**config.mk**
```make
export PLATFORM = sky130hd
export DESIGN_NAME = id_ex_reg
export DESIGN_NICKNAME = d
export VERILOG_FILES = /design/src/rtl/id_ex_reg.sv
export SDC_FILE = /design/constraint.sdc
export NUM_CORES = 1
export LEC_CHECK = 0
export ABC_AREA = 1
export BUFFER_PORTS_ARGS = -buffer_cell sky130_fd_sc_hd__buf_2
export CELL_PAD_IN_SITES_DETAIL_PLACEMENT = 0
export CELL_PAD_IN_SITES_GLOBAL_PLACEMENT = 1
export CORE_MARGIN = 2
export CORE_UTILIZATION = 36
export DETAILED_ROUTE_END_ITERATION = 10
export PLACE_DENSITY = 0.95
export SLEW_MARGIN = 15
export SYNTH_ARGS = -nofsm -noshare
export SYNTH_HDL_FRONTEND = slang
export SYNTH_SLANG_ARGS = --single-unit
```
**constraint.sdc**
```tcl
create_clock -name clk_i -period 4.45 [get_ports clk_i]
set_input_delay 0.445 -clock clk_i [delete_from_list [all_inputs] [get_ports clk_i]]
set_output_delay 0.445 -clock clk_i [all_outputs]
set_load 0.03 [all_outputs]
```
**src/rtl/id_ex_reg.sv**
```systemverilog
// rtl/id_ex_reg.sv - ID/EX pipeline register with stall, flush and bubble counter
module id_ex_reg #(
    parameter int CNT_W = 16
) (
    input  logic             clk_i,
    input  logic             rst_i,
    input  logic             stall_i,
    input  logic             flush_i,
    input  logic             valid_i,
    input  logic [31:0]      pc_plus4_i,
    input  logic [31:0]      rs_data_i,
    input  logic [31:0]      rt_data_i,
    input  logic [31:0]      imm_ext_i,
    input  logic [4:0]       rs_i,
    input  logic [4:0]       rt_i,
    input  logic [4:0]       rd_i,
    input  logic [9:0]       ctrl_i,
    output logic [31:0]      pc_plus4_o,
    output logic [31:0]      rs_data_o,
    output logic [31:0]      rt_data_o,
    output logic [31:0]      imm_ext_o,
    output logic [4:0]       rs_o,
    output logic [4:0]       rt_o,
    output logic [4:0]       rd_o,
    output logic [9:0]       ctrl_o,
    output logic             valid_o,
    output logic [CNT_W-1:0] bubble_cnt_o
);

    logic [31:0]      pc_plus4_q, pc_plus4_d;
    logic [31:0]      rs_data_q, rs_data_d;
    logic [31:0]      rt_data_q, rt_data_d;
    logic [31:0]      imm_ext_q, imm_ext_d;
    logic [4:0]       rs_q, rs_d;
    logic [4:0]       rt_q, rt_d;
    logic [4:0]       rd_q, rd_d;
    logic [9:0]       ctrl_q, ctrl_d;
    logic             valid_q, valid_d;
    logic [CNT_W-1:0] cnt_q, cnt_d;
    logic             bubble;

    always_comb begin
        pc_plus4_d = pc_plus4_q;
        rs_data_d  = rs_data_q;
        rt_data_d  = rt_data_q;
        imm_ext_d  = imm_ext_q;
        rs_d       = rs_q;
        rt_d       = rt_q;
        rd_d       = rd_q;
        ctrl_d     = ctrl_q;
        valid_d    = valid_q;
        bubble     = 1'b0;
        if (flush_i) begin
            pc_plus4_d = '0;
            rs_data_d  = '0;
            rt_data_d  = '0;
            imm_ext_d  = '0;
            rs_d       = '0;
            rt_d       = '0;
            rd_d       = '0;
            ctrl_d     = '0;
            valid_d    = 1'b0;
            bubble     = 1'b1;
        end else if (!stall_i) begin
            pc_plus4_d = pc_plus4_i;
            rs_data_d  = rs_data_i;
            rt_data_d  = rt_data_i;
            imm_ext_d  = imm_ext_i;
            rs_d       = rs_i;
            rt_d       = rt_i;
            rd_d       = rd_i;
            // An invalid slot still captures data but must never carry live control.
            ctrl_d     = valid_i ? ctrl_i : 10'd0;
            valid_d    = valid_i;
            bubble     = !valid_i;
        end
        cnt_d = cnt_q;
        if (bubble && (cnt_q != {CNT_W{1'b1}})) begin
            cnt_d = cnt_q + 1'b1;
        end
    end

    always_ff @(posedge clk_i or negedge rst_i) begin
        if (!rst_i) begin
            pc_plus4_q <= '0;
            rs_data_q  <= '0;
            rt_data_q  <= '0;
            imm_ext_q  <= '0;
            rs_q       <= '0;
            rt_q       <= '0;
            rd_q       <= '0;
            ctrl_q     <= '0;
            valid_q    <= 1'b0;
            cnt_q      <= '0;
        end else begin
            pc_plus4_q <= pc_plus4_d;
            rs_data_q  <= rs_data_d;
            rt_data_q  <= rt_data_d;
            imm_ext_q  <= imm_ext_d;
            rs_q       <= rs_d;
            rt_q       <= rt_d;
            rd_q       <= rd_d;
            ctrl_q     <= ctrl_d;
            valid_q    <= valid_d;
            cnt_q      <= cnt_d;
        end
    end

    assign pc_plus4_o   = pc_plus4_q;
    assign rs_data_o    = rs_data_q;
    assign rt_data_o    = rt_data_q;
    assign imm_ext_o    = imm_ext_q;
    assign rs_o         = rs_q;
    assign rt_o         = rt_q;
    assign rd_o         = rd_q;
    assign ctrl_o       = ctrl_q;
    assign valid_o      = valid_q;
    assign bubble_cnt_o = cnt_q;

endmodule

```
==> flow_summary.json <==
{
  "yosysUniqueCellTypes": 23,
  "synth_area_leaders": "dfrtp_1, nand2_1, nand3_1, buf_2, clkbuf_1",
  "slew_violations": 0,
  "cts_resized": 0,
  "synth_top_area_frac": 0.602,
  "synthXorXnorAreaFrac": 0.00743,
  "end_kind": "register",
  "min_period_over_period": 0.432,
  "synthAdderAreaFrac": 0.00177,
  "via_per_inst": 4.74,
  "netlist_area_sq_um": 7070,
  "leakage_nw": 5.65,
  "powerDensity_nw_per_um2": 403,
  "layout.nets": 1272,
  "status": "finished clean",
  "totalWireLength_um": 20000,
  "synth_warnings": 0,
  "dpl_cell_area_sq_um": 8890,
  "required_ns": 4.81,
  "area_growth_syn_to_layout_pct": 33.7,
  "worst_pin_slew_ns": 0.951,
  "ctsHoldBuffers": 0,
  "relSlewSlack": 0.366,
  "clk_latency_ns": 0.42,
  "die_w_um": 144,
  "firstDrtPassIters": 4,
  "grt_pass1_wl_um": 30300,
  "muxShareOfSynthArea": 0,
  "arrival_ns": 2.28,
  "yosys-top-cells-count": "nand2_1, nand3_1, dfrtp_1",
  "syn_inst": 813,
  "clkTransAtPathRegs_ns": 0.07,
  "synthesis.nets": 972,
  "synth_compound_area_frac": 0.00531,
  "ir_drop_mv": 0.235,
  "skew_ns": 0.00554,
  "path_max_fanout": 80,
  "dieArea_sq_um": 20800,
  "grt.overflow.total": 0,
  "crit_path_start_kind": "input pin",
  "num_io_pins": 328,
  "num_rows": 51,
  "synth_top_family_by_area": "simple AND/OR/NAND/NOR gates",
  "multi_input_area_sq_um": 2510,
  "ant_nets": 0,
  "antenna_found_initial": 1,
  "ys_async_sr_fraction": 1.00,
  "cts_tree": "yes",
  "cts_buffers": 17,
  "cts_max_level": 4,
  "grt_pass1_vias": 6011,
  "synth_flop_cell": "dfrtp_1",
  "vias": 6599,
  "drive_gt1_frac": 0.339,
  "ff_latch_area_sq_um": 4250,
  "post_cts_buffers": 0,
  "fillers": 1929,
  "synth-edff-count": 0,
  "yosysMostFrequentCell": "nand2_1",
  "cts-root-buf": "clkbuf_16",
  "hold_violations": 0,
  "initial_core_util": 0.365,
  "fin_crit_ns": 1.92,
  "rsz0062_at_grt": "no",
  "setup_tns_ns": 0,
  "syn_avg_cell_area_sq_um": 8.70,
  "clk_path_buf_depth": 2,
  "core-area_sq_um": 19400,
  "gp_congestion": 0.796,
  "fp.dieH_um": 144,
  "io_buffers": 327,
  "wl_per_cell_um": 14.4,
  "setup_viol": 0,
  "yosysTopAreaCell": "dfrtp_1",
  "synthSimpleGateAreaFrac": 0.340,
  "synth_seq_area_share": 0.602,
  "dp_hpwl_um": 13400,
  "clkSinkCount": 170,
  "r2r_setup_slack_ns": 2.74,
  "synth_seq_cells": 170,
  "grt_max_degree": 103,
  "grt_usage": 0.185,
  "fmax_mhz": 520,
  "final_area_sq_um": 9460,
  "hold_class": "in2async",
  "drc": 0,
  "maxCapViolCount": 0,
  "crit_type": "in2reg",
  "drt-initial-drc-count": 261
}
per-layer routing:
metal	routed length [um]	global-route usage	vias up	part of all wire
met5	0	0	-	0
met4	415	0.0715	0	0.021
met3	1680	0.0596	28	0.084
met2	9680	0.300	254	0.48
met1	8280	0.231	3122	0.41
li1	-	-	3195	-
final cells by class:
| cell class | count | area share |
|---|---|---|
| Timing Repair Buffer | 333 | 0.181 |
| Inverter | 18 | 0.00741 |
| Sequential cell | 170 | 0.450 |
| Antenna cell | 1 | 0.000265 |
| Clock buffer | 18 | 0.0464 |
| Clock inverter | 14 | 0.0138 |
| Tap cell | 265 | 0.0351 |
| Multi-Input combinational cell | 573 | 0.266 |
through the flow:
step | cells | hold slack, ns | setup WS [ns] | utilization | total power [mW]
after floorplan | 813 | 0.149 | 2.84 | - | 2.13
after global placement | 1359 | 0.488 | 2.14 | 0.458 | 2.39
after detailed placement | 1359 | 0.491 | 2.15 | 0.458 | 2.40
after CTS | 1391 | 0.178 | 2.59 | 0.487 | 3.86
after global routing | 1392 | 0.191 | 2.42 | 0.488 | 3.99
final | 1392 | 0.133 | 2.53 | 0.488 | 3.81
kinds of logic (layout without fill, tap and decap cells):
logic type / after synthesis / in the layout
and+or+nand+nor: 560 / 560
DFF: 170 / 170
buffers and inverters: 70 / 383
AOI/OAI and AO/OA: 6 / 6
xor gates and xnor gates: 6 / 6
adders and majority gates: 1 / 1
other: 0 / 1
placed cells by master (no fill, tap or decap), types with 2 or more instances in the layout:
| cell | count |
|---|---|
| nand2_1 | 355 |
| buf_2 | 325 |
| nand3_1 | 172 |
| dfrtp_1 | 170 |
| clkbuf_16 | 17 |
| inv_1 | 16 |
| nor2_1 | 13 |
| nand4_1 | 6 |
| nor2_4 | 5 |
| xnor2_1 | 5 |
| inv_6 | 5 |
| inv_8 | 5 |
| buf_4 | 5 |
| nand2_4 | 3 |
| nand2_2 | 2 |
| o21ai_2 | 2 |
| nor2_2 | 2 |
| o21ai_1 | 2 |
| o21ai_0 | 2 |
| clkinv_4 | 2 |
| buf_12 | 2 |
path summary, 6_finish.rpt:
check	from	to	depth (start not counted)
setup / recovery	stall_i	imm_ext_o[21]	4
min in group clk_i	pc_plus4_i[26]	pc_plus4_o[26]	3
max in group asynchronous	rst_i	pc_plus4_o[31]	2
hold reg to reg	pc_plus4_o[31]	pc_plus4_o[31]	2
hold / removal	rst_i	rs_data_o[27]	1
setup reg to reg	bubble_cnt_o[0]	bubble_cnt_o[7]	8
registers in the layout, indices dropped and copies added, names as in the netlist:
signal        cells
rt_data_o        32
imm_ext_o        32
rs_data_o        32
rd_o              5
pc_plus4_o       32
rs_o              5
bubble_cnt_o     16
valid_o           1
rt_o              5
ctrl_o           10
report_power, final:
part	switching [mW]	internal (mW)
clock network	0.684	0.759
registers	0.0804	1.65
logic	0.449	0.191
total	1.21	2.60
critical path, cell delays in order:
cell and delay (ns):
buf_4 0.60, buf_4 0.79, nand3_1 0.18, nand2_1 0.11
No activity file was read; power rests on OpenSTA's default activity.
